`src/rtl/lane_rr_scheduler.sv`:
```
// Purpose : shares one DATA_W serial lane between four FIFO-buffered requesters, round-robin.
// Latency : word written at edge k is presented (validOut) after edge k+1 if the output register is free and the lane wins.
// Backpr. : readyIn=0 freezes the output register; lanes keep filling until full, further writes are dropped.
//
// Ports: clk/reset (sync, active-high); dataIn0..3/validIn0..3 lane writes;
//        full[3:0] per-lane FIFO full (registered); dataOut/laneOut/validOut/readyIn output handshake;
//        idle = all FIFOs empty and no word held; dropCnt {cnt3..cnt0} only with LANE_RR_SCHEDULER_DROP_CNT_EN.
// Optional feature macro: LANE_RR_SCHEDULER_DROP_CNT_EN (per-lane saturating drop counters).
module lane_rr_scheduler #(
   parameter int DEPTH_LOG2 = 2,
   parameter int DATA_W     = 8
) (
   input  logic              clk,
   input  logic              reset,
   input  logic [DATA_W-1:0] dataIn0,
   input  logic [DATA_W-1:0] dataIn1,
   input  logic [DATA_W-1:0] dataIn2,
   input  logic [DATA_W-1:0] dataIn3,
   input  logic              validIn0,
   input  logic              validIn1,
   input  logic              validIn2,
   input  logic              validIn3,
   output logic [3:0]        full,
   output logic [DATA_W-1:0] dataOut,
   output logic              validOut,
   output logic [1:0]        laneOut,
   input  logic              readyIn,
   output logic              idle
`ifdef LANE_RR_SCHEDULER_DROP_CNT_EN
   ,
   output logic [31:0]       dropCnt
`endif
);

   localparam int DEPTH = 1 << DEPTH_LOG2;
   localparam int CW    = DEPTH_LOG2 + 1;
   localparam int PW    = DEPTH_LOG2;

   typedef enum logic {S_EMPTY = 1'b0, S_HOLD = 1'b1} state_t;

   logic [DATA_W-1:0] din [4];
   logic [3:0]        vin;

   assign din[0] = dataIn0;
   assign din[1] = dataIn1;
   assign din[2] = dataIn2;
   assign din[3] = dataIn3;
   assign vin    = {validIn3, validIn2, validIn1, validIn0};

   state_t            state_q, state_d;
   logic [DATA_W-1:0] data_q, data_d;
   logic [1:0]        lane_q, lane_d;
   logic [1:0]        last_q, last_d;
   logic [3:0]        full_q, full_d;
   logic              idle_q, idle_d;
   logic [CW-1:0]     cnt_q [4];
   logic [CW-1:0]     cnt_d [4];
   logic [PW-1:0]     rd_ptr_q [4];
   logic [PW-1:0]     rd_ptr_d [4];
   logic [PW-1:0]     wr_ptr_q [4];
   logic [PW-1:0]     wr_ptr_d [4];
   logic [DATA_W-1:0] mem_q [4][DEPTH];
   logic [DATA_W-1:0] mem_d [4][DEPTH];

   logic [3:0]        nonempty;
   logic [3:0]        wr_en;
   logic [3:0]        pop_lane;
   logic              gnt_vld;
   logic [1:0]        gnt_lane;
   logic              pop;

   // Eligibility uses pre-edge counts, so a word written this cycle waits a cycle.
   always_comb begin
      nonempty = '0;
      for (int n = 0; n < 4; n++) begin
         nonempty[n] = (cnt_q[n] != '0);
      end
   end

   // Search last+1, last+2, ... ; the fourth candidate is last itself.
   always_comb begin : grant
      logic [1:0] cand;
      gnt_vld  = 1'b0;
      gnt_lane = 2'd0;
      cand     = 2'd0;
      for (int i = 1; i <= 4; i++) begin
         cand = last_q + 2'(i);
         if (!gnt_vld && nonempty[cand]) begin
            gnt_vld  = 1'b1;
            gnt_lane = cand;
         end
      end
   end

   assign pop = gnt_vld && ((state_q == S_EMPTY) || readyIn);

   // Per-lane FIFO bookkeeping. full_q is the previous-edge value, so a
   // same-cycle pop never opens room for a write into a full FIFO.
   always_comb begin
      mem_d    = mem_q;
      wr_en    = '0;
      pop_lane = '0;
      full_d   = '0;
      for (int n = 0; n < 4; n++) begin
         wr_en[n]    = vin[n] && !full_q[n];
         pop_lane[n] = pop && (gnt_lane == 2'(n));
         cnt_d[n]    = cnt_q[n] + CW'(wr_en[n]) - CW'(pop_lane[n]);
         wr_ptr_d[n] = wr_en[n]    ? wr_ptr_q[n] + PW'(1) : wr_ptr_q[n];
         rd_ptr_d[n] = pop_lane[n] ? rd_ptr_q[n] + PW'(1) : rd_ptr_q[n];
         full_d[n]   = (cnt_d[n] == CW'(DEPTH));
         if (wr_en[n]) begin
            mem_d[n][wr_ptr_q[n]] = din[n];
         end
      end
   end

   // Output register: a pop always reloads it (back-to-back when readyIn=1);
   // draining with nothing to pop clears valid but keeps the last data/lane.
   always_comb begin
      state_d = state_q;
      data_d  = data_q;
      lane_d  = lane_q;
      last_d  = last_q;
      if (pop) begin
         data_d  = mem_q[gnt_lane][rd_ptr_q[gnt_lane]];
         lane_d  = gnt_lane;
         last_d  = gnt_lane;
         state_d = S_HOLD;
      end else if ((state_q == S_HOLD) && readyIn) begin
         state_d = S_EMPTY;
      end
      idle_d = (state_d == S_EMPTY);
      for (int n = 0; n < 4; n++) begin
         if (cnt_d[n] != '0) begin
            idle_d = 1'b0;
         end
      end
   end

   always_ff @(posedge clk) begin
      if (reset) begin
         state_q <= S_EMPTY;
         data_q  <= '0;
         lane_q  <= 2'd0;
         last_q  <= 2'd3;
         full_q  <= '0;
         idle_q  <= 1'b1;
         for (int n = 0; n < 4; n++) begin
            cnt_q[n]    <= '0;
            rd_ptr_q[n] <= '0;
            wr_ptr_q[n] <= '0;
         end
      end else begin
         state_q <= state_d;
         data_q  <= data_d;
         lane_q  <= lane_d;
         last_q  <= last_d;
         full_q  <= full_d;
         idle_q  <= idle_d;
         for (int n = 0; n < 4; n++) begin
            cnt_q[n]    <= cnt_d[n];
            rd_ptr_q[n] <= rd_ptr_d[n];
            wr_ptr_q[n] <= wr_ptr_d[n];
         end
      end
   end

   // Storage is never cleared; reset only rewinds the pointers and counts.
   always_ff @(posedge clk) begin
      mem_q <= mem_d;
   end

   assign full     = full_q;
   assign dataOut  = data_q;
   assign laneOut  = lane_q;
   assign validOut = (state_q == S_HOLD);
   assign idle     = idle_q;

`ifdef LANE_RR_SCHEDULER_DROP_CNT_EN
   logic [7:0] drop_q [4];
   logic [7:0] drop_d [4];

   // Saturating count of writes rejected because the lane was full.
   always_comb begin
      for (int n = 0; n < 4; n++) begin
         drop_d[n] = drop_q[n];
         if (vin[n] && full_q[n] && (drop_q[n] != 8'hFF)) begin
            drop_d[n] = drop_q[n] + 8'd1;
         end
      end
   end

   always_ff @(posedge clk) begin
      for (int n = 0; n < 4; n++) begin
         if (reset) begin
            drop_q[n] <= '0;
         end else begin
            drop_q[n] <= drop_d[n];
         end
      end
   end

   assign dropCnt = {drop_q[3], drop_q[2], drop_q[1], drop_q[0]};
`endif

endmodule
```
`config.mk`:
```
export PLATFORM = sky130hd
export DESIGN_NAME = lane_rr_scheduler
export DESIGN_NICKNAME = d
export VERILOG_FILES = /design/src/rtl/lane_rr_scheduler.sv
export SDC_FILE = /design/constraint.sdc
export NUM_CORES = 1
export LEC_CHECK = 0
export BUFFER_PORTS_ARGS = -buffer_cell sky130_fd_sc_hd__buf_2
export CORE_UTILIZATION = 54
export DETAILED_ROUTE_END_ITERATION = 6
export PLACE_DENSITY = 0.86
export SYNTH_ARGS = -nofsm -noshare
export SYNTH_HDL_FRONTEND = slang
export SYNTH_SLANG_ARGS = --single-unit
```
`constraint.sdc`:
```
create_clock -name clk -period 3.45 [get_ports clk]
set_clock_uncertainty 0.05 [all_clocks]
set_input_delay 0.1725 -clock clk [delete_from_list [all_inputs] [get_ports clk]]
set_output_delay 0.1725 -clock clk [all_outputs]
set_load 0.005 [all_outputs]
```
* Word-level counts from Yosys, hierarchy flattened *
Memories as Yosys holds them, arrays and structs flattened.
Index checks and enable logic that the tools add are counted.

storage, ports and cells
  register bits after elaboration = 146
  RAM bits = 28
  input port bits = 39
  output and inout bits = 16
  memories kept = 3

cells by class
  add/sub/neg operators = 19
  $lt $le $gt $ge = 14
  eq/ne operators = 7
  multiplexer cells = 63
  bitwise operators = 20
  reductions and logical operators = 34

memory list
  name      words  width  read ports  clocked after Yosys merged registers in  write ports  RTL line  RTL
  cnt_q     4      3      4           0                                        4            56        logic [CW-1:0] cnt_q [4];
  rd_ptr_q  4      2      5           0                                        4            58        logic [PW-1:0] rd_ptr_q [4];
  wr_ptr_q  4      2      4           0                                        4            60        logic [PW-1:0] wr_ptr_q [4];

operators by type and width
  operator               count
  $bwmux W32             4
  $bmux W32 S2           1
  $demux W8 S2           4
  $mux W32               2
  $mux W8                6
  $mux W2                20
  $reduce_bool A3 Y1     8
  $add A2 B1 Y2 const B  9
  $ge A3 B3 Y1 const B   6
  $not A2 Y3             6
  $logic_and A1 B1 Y1    17
  $mux W1                17
  $bmux W8 S2            1
  $add A3 B1 Y3          4
  $eq A3 B3 Y1 const B   4
  $lt A2 B3 Y1 const B   4
  $lt A3 B1 Y1 const B   4
  $mux W3                4
  $or A1 B1 Y1           12
  $sub A3 B1 Y3          4
  $bmux W1 S2            4
  $logic_not A1 Y1       7
  $add A2 B2 Y2 const B  2
  $eq A2 B2 Y1 const B   2
  other kinds (4)        5

* Logic depth before layout (Yosys ltp) *
Gate-level depths: netlist (run 1).

  word-level depth = 21
  mapped depth = 17
  gate-level depth less buffers = 14

* Worst setup path before layout (run 1) *
No wires, ideal clock.

  kind = flip-flop to flip-flop
  start point = memory cnt_q[2][1] in the netlist's numbering
  end point = register idle_q, in the netlist idle
  arrival = 3.433 ns
  setup slack = -0.150 ns
  stages on the path, launching flop included = 16
  clock period less this slack = 3.600 ns
  cells stage by stage = dfxtp_1 -> or3_1 -> or4_1 -> o21ai_0 -> clkbuf_1 -> nor3_1 -> ha_1 -> inv_1 -> ha_1 -> inv_1 -> fa_1 -> xor2_1 -> xnor2_1 -> and3_1 -> a41oi_1 -> nor2_1

RTL lines
  what                    RTL line  RTL
  start: declaration      56
  end signal: assignment  159       idle_q <= idle_d;
  end: declaration        55        logic idle_q, idle_d;

==> results_tabular.tex, run 1 <==
\begin{tabular}{lr}
\hline
Metric & Value \\
\hline
\multicolumn{2}{l}{\textbf{Critical path}} \\
\quad Critical-path maximum fanout & 7 \\
\quad Category of the most critical setup path & register to register \\
\quad Cell at the slowest stage of the critical path & sky130\_fd\_sc\_hd\_\_fa\_1 \\
\quad Endpoint kind of the worst setup timing path & register \\
\quad Delay of the slowest cell on the worst path & 0.54 ns \\
\quad WP buf/inv & 3 \\
\quad Crit-path cells & or3\_4 > or4\_4 > o21ai\_4 > buf\_6 > nor3\_2 > ha\_1 > inv\_1 > ha\_1 > inv\_1 > fa\_1 > nor4bb\_4 > and3\_1 > a41oi\_1 > nor2\_1 \\
\quad Top cell family by delay on the critical path & simple AND/OR/NAND/NOR gates \\
\quad Data required, critical path & around 3.8 ns \\
\quad Crit path launch type & register \\
\quad Data arrival, critical path & 3.85 ns \\
\multicolumn{2}{l}{\textbf{Power and ir drop}} \\
\quad Maximum ir drop on the vdd rail & around 700 uV \\
\quad Total power density per cell area & around 950 mW/mm2 \\
\quad Leakage power & 3.40 nW \\
\multicolumn{2}{l}{\textbf{Yosys}} \\
\quad Synthesized cell area & 0.00741 mm2 \\
\quad Warning count from the yosys run & 0 \\
\quad Share of synthesized area occupied by flip-flops and latches & 0.643 \\
\quad Post-synth EDFFs & 128 \\
\quad Portion of synthesized cell area occupied by the leading cell type & 0.518 \\
\quad Mapped Cells & 482 \\
\quad Primary flip-flop cell chosen by synthesis mapping & sky130\_fd\_sc\_hd\_\_edfxtp\_1 \\
\quad Number of distinct standard cells referenced by the synthesized netlist & 46 \\
\quad Async set-or-reset flop fraction in the synthesized netlist & 0 \\
\quad Mean post-synth cell area & about 15 um2 \\
\quad Post-synth top cells & sky130\_fd\_sc\_hd\_\_edfxtp\_1 (128), sky130\_fd\_sc\_hd\_\_mux2i\_1 (58), sky130\_fd\_sc\_hd\_\_dfxtp\_1 (46) \\
\quad Net Count, Synth & 549 \\
\quad Leading cell type by number of instances after synthesis & sky130\_fd\_sc\_hd\_\_edfxtp\_1 \\
\quad \#FFs+latches synth & 174 \\
\quad Area leader, netlist & sky130\_fd\_sc\_hd\_\_edfxtp\_1 \\
\quad Cells taking the most area after synthesis & sky130\_fd\_sc\_hd\_\_edfxtp\_1 (52\%), sky130\_fd\_sc\_hd\_\_dfxtp\_1 (12\%), sky130\_fd\_sc\_hd\_\_mux2i\_1 (7.8\%) \\
\multicolumn{2}{l}{\textbf{Route}} \\
\quad Routed met3 length & around 550 um \\
\quad Drc violations & 0 \\
\quad Via count & 4,222 \\
\quad Detailed-route wire length per cell & just under 20 um \\
\quad Starting DRT DRC Count & 298 \\
\quad Top routing layer in use & met4 \\
\quad M1 wire length & 5690 um \\
\quad Pre-Repair DR Iteration Count & 5 \\
\quad WL final & between 15,000 and 20,000 um \\
\quad Vias per inst & 5.53 \\
\quad Remaining number of nets flagged by the antenna check after routing & 0 \\
\quad Met2 Routed Length & 8390 um \\
\multicolumn{2}{l}{\textbf{Die}} \\
\quad Count of boundary I/O pins & 55 \\
\quad Core region area & $\sim$0.013 mm2 \\
\quad Die X-Extent & roughly 120 um \\
\quad Die outline area & 0.0142 mm2 \\
\quad Chip Height & 119 um \\
\quad Initial core utilization & 0.558 \\
\quad Count of standard-cell rows & 42 \\
\multicolumn{2}{l}{\textbf{Placed design}} \\
\quad Detailed Place HPWL & approximately 11,000 um \\
\quad Number of buffers added on ports & 54 \\
\quad Pre-CTS worst setup slack & 0.0134 ns \\
\quad Routability-driven placement congestion ratio & 0.812 \\
\multicolumn{2}{l}{\textbf{Clock network}} \\
\quad Cell at the root of the clock tree & sky130\_fd\_sc\_hd\_\_clkbuf\_16 \\
\quad Clock sink total & between 150 and 200 \\
\quad TritonCTS clock tree & done \\
\quad Clock network latency to the later pin of the worst-skew pair & 0.43 ns \\
\quad Clock-pin slew on the worst setup and hold paths & 0.06 ns \\
\quad Worst-case clock buffer depth & 2 \\
\quad Maximum level of the CTS H-tree & 4 \\
\quad Number of buffers created by CTS & 17 \\
\multicolumn{2}{l}{\textbf{STA}} \\
\quad Worst hold margin & 0.185 ns \\
\quad Sum Neg Setup Slack & -0.0858 ns \\
\quad Final critical-path share of the clock period & 1.02 \\
\quad Finish-stage setup viols & 1 \\
\quad Upper clock frequency limit & 283 MHz \\
\quad Slew at the pin closest to its max-slew limit & 0.723 ns \\
\quad Slew margin rel. & 0.518 \\
\quad Time the final worst path needs with I/O delays and setup & 3.54 ns \\
\quad Setup repair after global routing missed its margin & true \\
\quad Final max-slew violation count & 0 \\
\quad Hold Vio Cnt, Final & 0 \\
\quad Worst setup margin & -0.0858 ns \\
\multicolumn{2}{l}{\textbf{GRT}} \\
\quad Wire length of the first global-routing pass & 23,100 um \\
\quad Via count of the first global-routing pass & 4,404 \\
\quad Global-route total usage across every layer & 0.226 \\
\quad Global-route congestion overflow total & 0 \\
\quad Largest net degree at the start of global routing & 42 \\
\quad Antenna violations before repair & 0 \\
\multicolumn{2}{l}{\textbf{Run}} \\
\quad Maximum Capacitance Violations & 0 \\
\multicolumn{2}{l}{\textbf{Layout}} \\
\quad Area growth, synth to finish & 19.2\% \\
\quad Proportion of layout cells with a drive suffix above 1 & 0.252 \\
\quad Diode insertion count for antenna repair & 0 \\
\quad Final layout net count & 642 \\
\multicolumn{2}{l}{\textbf{Run status}} \\
\quad Result of the run & finished with violations \\
\quad Violated checks & negative setup slack \\
\multicolumn{2}{l}{\textbf{Worst hold path}} \\
\quad Hold Path Class & primary input to register \\
\hline
\end{tabular}
-- sequential cells by signal (all words and copies together) (netlist names) --
name and cells:
cnt_q 12, dataOut 8, rd_ptr_q 8, idle 1, wr_ptr_q 8, last_q 2, full 4, validOut 1
mem_q 128, laneOut 2
-- repair_timing --
action,in CTS,in global routing
pin swaps,1,2
setup endpoints to repair,1,2
setup buffers,1,0
gates resized for setup,1,11
endpoints found under the hold margin,128,0
hold buffers,32,0
-- routing by layer --
| layer | global-route usage | up-vias |
|---|---|---|
| met5 | 0 | - |
| met4 | 0.0997 | 0 |
| met3 | 0.0503 | 42 |
| met2 | 0.420 | 128 |
| met1 | 0.243 | 2093 |
| li1 | - | 1959 |
-- stage by stage --
stage	cells	total power, mW	utilization	instance area [um2]
3_3_place_gp	699	6.12	0.592	7870
4_1_cts	764	8.20	0.660	8770
3_5_place_dp	699	6.30	0.592	7870
2_1_floorplan	482	5.58	-	7430
6_report	764	8.36	0.665	8840
5_1_grt	764	8.80	0.665	8840
-- tightest hold or removal path, stage by stage --
cell and delay, ns:
sky130_fd_sc_hd__buf_2 0.07, sky130_fd_sc_hd__nand2b_1 0.20, sky130_fd_sc_hd__a21oi_1 0.14
-- kinds of logic (layout without fill, tap and decap cells) --
logic type / Yosys count / count (layout) / synth area share
flip-flops: 174 / 174 / 0.643
AND/OR/NAND/NOR: 100 / 100 / 0.0734
multiplexers: 84 / 84 / 0.145
buffers and inverters: 46 / 152 / 0.0302
AO/OA/AOI/OAI: 30 / 30 / 0.0341
adder cells (fa/ha/maj): 28 / 28 / 0.0513
XOR/XNOR: 20 / 20 / 0.0236
-- layout make-up --
| type | count | area [um2] |
|---|---|---|
| clock buffer | 22 | 474 |
| sequential | 174 | 4760 |
| tap | 176 | 220 |
| inverter | 21 | 78.8 |
| timing repair buffer | 99 | 692 |
| multi-input combinational | 262 | 2510 |
| fill | 916 | 4460 |
| clock inverter | 10 | 101 |
-- layout by cell type (no fill, tap or decap), drive strengths merged, types with 17 or more instances in the layout --
master	Yosys	layout
and2	17	17
buf	16	67
clkbuf	9	22
dfxtp	46	46
dlygate4sd3	0	32
edfxtp	128	128
ha	24	24
inv	21	25
mux2i	58	58
mux4	17	17
nor2	34	34
-- path summary, 6_finish.rpt --
check	to	slack [ns]	from	depth (start not counted)
setup / recovery	idle	-0.09	cnt_q[2][1]	14
hold / removal	validOut	0.19	readyIn	3
hold reg to reg	laneOut[1]	0.45	laneOut[1]	2
setup reg to reg	idle	-0.09	cnt_q[2][1]	14
-- power by group --
group / switching, mW / internal, mW
combinational: 1.95 / 1.87
sequential: 0.168 / 2.53
clock: 0.779 / 1.06
total: 2.90 / 5.46
(Power assumes the default switching activity.)
==> inputs of run 2 (changes only) <==
--- a/config.mk
+++ b/config.mk
@@ -7,4 +7,5 @@
 export LEC_CHECK = 0
+export ABC_AREA = 1
 export BUFFER_PORTS_ARGS = -buffer_cell sky130_fd_sc_hd__buf_2
-export CORE_UTILIZATION = 54
+export CORE_UTILIZATION = 55
 export DETAILED_ROUTE_END_ITERATION = 6
==> constraint.sdc (replaced) <==
create_clock -name clk -period 3.45 [get_ports clk]
set_clock_uncertainty 0.05 [all_clocks]
set_input_delay 1.035 -clock clk [delete_from_list [all_inputs] [get_ports clk]]
set_output_delay 1.035 -clock clk [all_outputs]
set_load 0.005 [all_outputs]
==> run 2 against run 1 <==
The flow finishes with violations (design-rule violations, negative setup slack). Critical endpoint unchanged. Clock-buffer cell count decreased by 2. Routed wire length increased by 40%. Hold slack improved by 0.23 ns. Cell area increased by 13%. Register-to-register slack about the same. Worst setup slack got worse by 0.0095 ns. Largest cell class unchanged. Via count increased by 54%. Critical path type unchanged. Fmax decreased by 0.27%. Die area increased by 10%.
==> results_tabular.tex, run 2 <==
\begin{tabular}{lr}
\hline
Metric & Value \\
\hline
\multicolumn{2}{l}{\textbf{Critical path}} \\
\quad Category of the most critical setup path & register to register (unchanged) \\
\quad Flop2flop setup slack & -0.1 ns (was -0.09 ns) \\
\quad Worst R2R Start & cnt\_q[0][0] (was cnt\_q[2][1]) \\
\quad Depth of the worst register-to-register path & 19 (was 14) \\
\quad Crit path launch type & register (unchanged) \\
\quad Data required, critical path & 3.74 ns (was 3.76 ns) \\
\quad Worst reg2reg endpoint & idle (unchanged) \\
\quad Data arrival, critical path & 3.84 ns (was 3.85 ns) \\
\quad Critical-path maximum fanout & 4 (was 7) \\
\quad Endpoint kind of the worst setup timing path & register (unchanged) \\
\multicolumn{2}{l}{\textbf{STA}} \\
\quad Final max-slew violation count & 0 (unchanged) \\
\quad Final critical-path share of the clock period & 1.03 (was 1.02) \\
\quad Time the final worst path needs with I/O delays and setup & 3.55 ns (was 3.54 ns) \\
\quad Slew at the pin closest to its max-slew limit & 0.788 ns (was 0.723 ns) \\
\quad Hold Vio Cnt, Final & 0 (unchanged) \\
\quad Finish-stage setup viols & 1 (unchanged) \\
\quad Slew margin rel. & 0.473 (was 0.518) \\
\quad Upper clock frequency limit & 282 MHz (was 283 MHz) \\
\quad Worst setup margin & -0.0954 ns (was -0.0858 ns) \\
\multicolumn{2}{l}{\textbf{Clock network}} \\
\quad Number of buffers created by CTS & 17 (unchanged) \\
\quad Clock network latency to the later pin of the worst-skew pair & 0.44 ns (was 0.43 ns) \\
\quad Number of buffers inserted by hold repair at cts & 0 (was 32) \\
\quad Clock sink total & 174 (unchanged) \\
\quad Cell at the root of the clock tree & sky130\_fd\_sc\_hd\_\_clkbuf\_16 (unchanged) \\
\quad Worst-case clock buffer depth & 2 (unchanged) \\
\quad Clock-pin slew on the worst setup and hold paths & 0.07 ns (was 0.06 ns) \\
\quad Maximum level of the CTS H-tree & 4 (unchanged) \\
\quad TritonCTS clock tree & done (unchanged) \\
\multicolumn{2}{l}{\textbf{Yosys}} \\
\quad Leading cell type by number of instances after synthesis & sky130\_fd\_sc\_hd\_\_nand2\_1 (was sky130\_fd\_sc\_hd\_\_edfxtp\_1) \\
\quad Number of distinct standard cells referenced by the synthesized netlist & 33 (was 46) \\
\quad Net Count, Synth & 969 (was 549) \\
\quad Warning count from the yosys run & 0 (unchanged) \\
\quad Post-synth top cells & sky130\_fd\_sc\_hd\_\_nand2\_1 (207), sky130\_fd\_sc\_hd\_\_inv\_1 (169), sky130\_fd\_sc\_hd\_\_edfxtp\_1 (128) (was sky130\_fd\_sc\_hd\_\_edfxtp\_1 (128), sky130\_fd\_sc\_hd\_\_mux2i\_1 (58), sky130\_fd\_sc\_hd\_\_dfxtp\_1 (46)) \\
\quad Primary flip-flop cell chosen by synthesis mapping & sky130\_fd\_sc\_hd\_\_edfxtp\_1 (unchanged) \\
\quad Share of synthesized area occupied by flip-flops and latches & 0.572 (was 0.643) \\
\quad Async set-or-reset flop fraction in the synthesized netlist & 0 (unchanged) \\
\quad Portion of synthesized cell area occupied by the leading cell type & 0.462 (was 0.518) \\
\quad Mapped Cells & 902 (was 482) \\
\quad Synthesized cell area & 0.00833 mm2 (was 0.00741 mm2) \\
\quad Cells taking the most area after synthesis & sky130\_fd\_sc\_hd\_\_edfxtp\_1 (46\%), sky130\_fd\_sc\_hd\_\_dfxtp\_1 (11\%), sky130\_fd\_sc\_hd\_\_nand2\_1 (9.3\%) (was sky130\_fd\_sc\_hd\_\_edfxtp\_1 (52\%), sky130\_fd\_sc\_hd\_\_dfxtp\_1 (12\%), sky130\_fd\_sc\_hd\_\_mux2i\_1 (7.8\%)) \\
\quad \#FFs+latches synth & 174 (unchanged) \\
\quad Post-synth EDFFs & 128 (unchanged) \\
\quad Area leader, netlist & sky130\_fd\_sc\_hd\_\_edfxtp\_1 (unchanged) \\
\quad Mean post-synth cell area & 9.23 um2 (was 15.4 um2) \\
\multicolumn{2}{l}{\textbf{Layout}} \\
\quad Top library cells by usage in the layout, fill and taps aside & sky130\_fd\_sc\_hd\_\_nand2\_1 (196), sky130\_fd\_sc\_hd\_\_inv\_1 (159), sky130\_fd\_sc\_hd\_\_edfxtp\_1 (128), sky130\_fd\_sc\_hd\_\_nand3\_1 (111), sky130\_fd\_sc\_hd\_\_buf\_2 (54) (was sky130\_fd\_sc\_hd\_\_edfxtp\_1 (128), sky130\_fd\_sc\_hd\_\_mux2i\_1 (58), sky130\_fd\_sc\_hd\_\_buf\_2 (54), sky130\_fd\_sc\_hd\_\_dfxtp\_1 (46), sky130\_fd\_sc\_hd\_\_nor2\_1 (34)) \\
\quad Diode insertion count for antenna repair & 0 (unchanged) \\
\quad Number of flip-flops in the largest register & 128 (unchanged) \\
\quad Most common cell after layout, fill and taps aside & sky130\_fd\_sc\_hd\_\_nand2\_1 (was sky130\_fd\_sc\_hd\_\_edfxtp\_1) \\
\quad Final cell count without fillers & 1,179 (was 764) \\
\quad Final layout net count & 1,049 (was 642) \\
\quad Area growth, synth to finish & 19.6\% (was 19.2\%) \\
\quad Top flop regs & mem\_q x128, cnt\_q x12 (unchanged) \\
\quad Number of fill cells & 1,030 (was 916) \\
\quad Most flop-heavy register & mem\_q (unchanged) \\
\quad Proportion of layout cells with a drive suffix above 1 & 0.217 (was 0.252) \\
\multicolumn{2}{l}{\textbf{Route}} \\
\quad Drc violations & 2 (was 0) \\
\quad Vias per inst & 5.51 (was 5.53) \\
\quad Remaining number of nets flagged by the antenna check after routing & 0 (unchanged) \\
\quad WL final & 21,200 um (was 15,100 um) \\
\quad Via count & 6,497 (was 4,222) \\
\quad Detailed-route wire length per cell & 18.0 um (was 19.8 um) \\
\quad Pre-Repair DR Iteration Count & 7 (was 5) \\
\quad Starting DRT DRC Count & 770 (was 298) \\
\multicolumn{2}{l}{\textbf{GRT}} \\
\quad Via count of the first global-routing pass & 5,953 (was 4,404) \\
\quad Global-route total usage across every layer & 0.256 (was 0.226) \\
\quad Largest net degree at the start of global routing & 69 (was 42) \\
\quad Wire length of the first global-routing pass & 30,200 um (was 23,100 um) \\
\quad Antenna violations before repair & 0 (unchanged) \\
\quad Global-route congestion overflow total & 0 (unchanged) \\
\multicolumn{2}{l}{\textbf{Placed design}} \\
\quad Detailed Place HPWL & 12,900 um (was 10,700 um) \\
\quad Placed cell count & 1,137 (was 699) \\
\quad Pre-CTS worst setup slack & -0.263 ns (was 0.0134 ns) \\
\quad Number of buffers added on ports & 54 (unchanged) \\
\quad Routability-driven placement congestion ratio & 0.940 (was 0.812) \\
\multicolumn{2}{l}{\textbf{Worst hold path}} \\
\quad Hold Path Class & register to register (was primary input to register) \\
\quad Number of cells on the worst hold path & 2 (was 3) \\
\quad Worst hold path startpoint & laneOut[1] (was readyIn) \\
\quad Worst hold path endpoint & laneOut[1] (was validOut) \\
\multicolumn{2}{l}{\textbf{Run}} \\
\quad Maximum Capacitance Violations & 0 (unchanged) \\
\multicolumn{2}{l}{\textbf{Run status}} \\
\quad Result of the run & finished with violations (unchanged) \\
\quad Violated checks & design-rule violations, negative setup slack (was negative setup slack) \\
\multicolumn{2}{l}{\textbf{Die}} \\
\quad Core region area & 0.0146 mm2 (was 0.0133 mm2) \\
\quad Count of boundary I/O pins & 55 (unchanged) \\
\quad Initial core utilization & 0.569 (was 0.558) \\
\quad Count of standard-cell rows & 44 (was 42) \\
\quad Die outline area & 0.0156 mm2 (was 0.0142 mm2) \\
\quad Chip Height & 125 um (was 119 um) \\
\quad Die X-Extent & 125 um (was 119 um) \\
\hline
\end{tabular}
-- run 2: cell count changes in the layout (fill, tap and decap cells not counted), moves of 17 or more --
cell	previous run	this run
sky130_fd_sc_hd__and2_1	17	0
sky130_fd_sc_hd__buf_4	12	40
sky130_fd_sc_hd__dlygate4sd3_1	32	0
sky130_fd_sc_hd__inv_1	21	159
sky130_fd_sc_hd__mux2i_1	58	0
sky130_fd_sc_hd__mux4_2	17	0
sky130_fd_sc_hd__nand2_1	12	196
sky130_fd_sc_hd__nand3_1	0	111
sky130_fd_sc_hd__nand3b_1	0	33
-- run 2: what timing repair did --
action                                  CTS  global route
endpoints found under the setup margin    4             5
setup buffers                             1             9
gates cloned                              0             0
pin swaps                                 4            37
resized for setup                        17            81
hold endpoints to repair                  0             0
-- run 2: cells by family (layout without fill, tap and decap cells) --
group                    count (synthesis)  in the layout  share of synthesized area
adder cells (fa/ha/maj)                 28             28                     0.0457
buffers and inverters                  209            302                      0.104
AND/OR/NAND/NOR                        442            442                      0.243
flip-flops                             174            174                      0.572
AO/OA/AOI/OAI                           40             40                     0.0261
XOR/XNOR                                 9              9                    0.00946
-- run 2: cell type report --
class,count,area (um2),area share
repair buffers,97,604,0.0607
inverters,173,667,0.0670
multi-input cells,519,3060,0.307
clock inverters,12,153,0.0153
clock buffers,20,467,0.0469
flip-flops and latches,174,4780,0.480
well taps,184,230,0.0231
-- run 2: how the worst max path moves through the flow --
stage | from | end | slack (ns)
after floorplan | last_q[0] | idle | 0.05
after global placement | readyIn | idle | -0.05
after detailed placement | readyIn | idle | -0.26
after CTS | cnt_q[1][1] | idle | 0.01
after global routing | cnt_q[0][0] | idle | -0.25
final | cnt_q[0][0] | idle | -0.1
-- run 2: layer usage --
| layer | global-route usage | up-vias | share of wire |
|---|---|---|---|
| li1 | - | 3051 | - |
| met1 | 0.338 | 2969 | 0.40 |
| met2 | 0.405 | 390 | 0.48 |
| met3 | 0.0573 | 87 | 0.078 |
| met4 | 0.122 | 0 | 0.045 |
| met5 | 0 | - | 0 |
-- run 2: through the flow --
stage | hold slack (ns) | utilization | area (um2) | setup TNS, ns
after floorplan | 0.389 | - | 8330 | 0
after global placement | 0.399 | 0.606 | 8870 | -0.0503
after detailed placement | 0.402 | 0.606 | 8870 | -0.263
after CTS | 0.412 | 0.653 | 9560 | 0
after global routing | 0.440 | 0.680 | 9960 | -0.452
final | 0.416 | 0.680 | 9960 | -0.0954
-- run 2: worst max-delay path, cell delays in order, from the launching register on --
cell and delay, ns:
sky130_fd_sc_hd__dfxtp_1 0.30, sky130_fd_sc_hd__inv_1 0.22, sky130_fd_sc_hd__nand3_1 0.18, sky130_fd_sc_hd__nand3_2 0.14
sky130_fd_sc_hd__nand2_4 0.07, sky130_fd_sc_hd__nor2_4 0.13, sky130_fd_sc_hd__nand2_1 0.10, sky130_fd_sc_hd__o22ai_2 0.17
sky130_fd_sc_hd__inv_2 0.11, sky130_fd_sc_hd__nand2_4 0.12, sky130_fd_sc_hd__nor2_4 0.06, sky130_fd_sc_hd__ha_4 0.24
sky130_fd_sc_hd__inv_2 0.09, sky130_fd_sc_hd__ha_4 0.13, sky130_fd_sc_hd__inv_1 0.06, sky130_fd_sc_hd__fa_2 0.40
sky130_fd_sc_hd__xnor2_4 0.18, sky130_fd_sc_hd__xor2_2 0.22, sky130_fd_sc_hd__nand4_1 0.15, sky130_fd_sc_hd__o41ai_2 0.32
Power of run 2 is not shown: default switching activity piles up to over one toggle a cycle in this logic, so the estimate is an artifact.
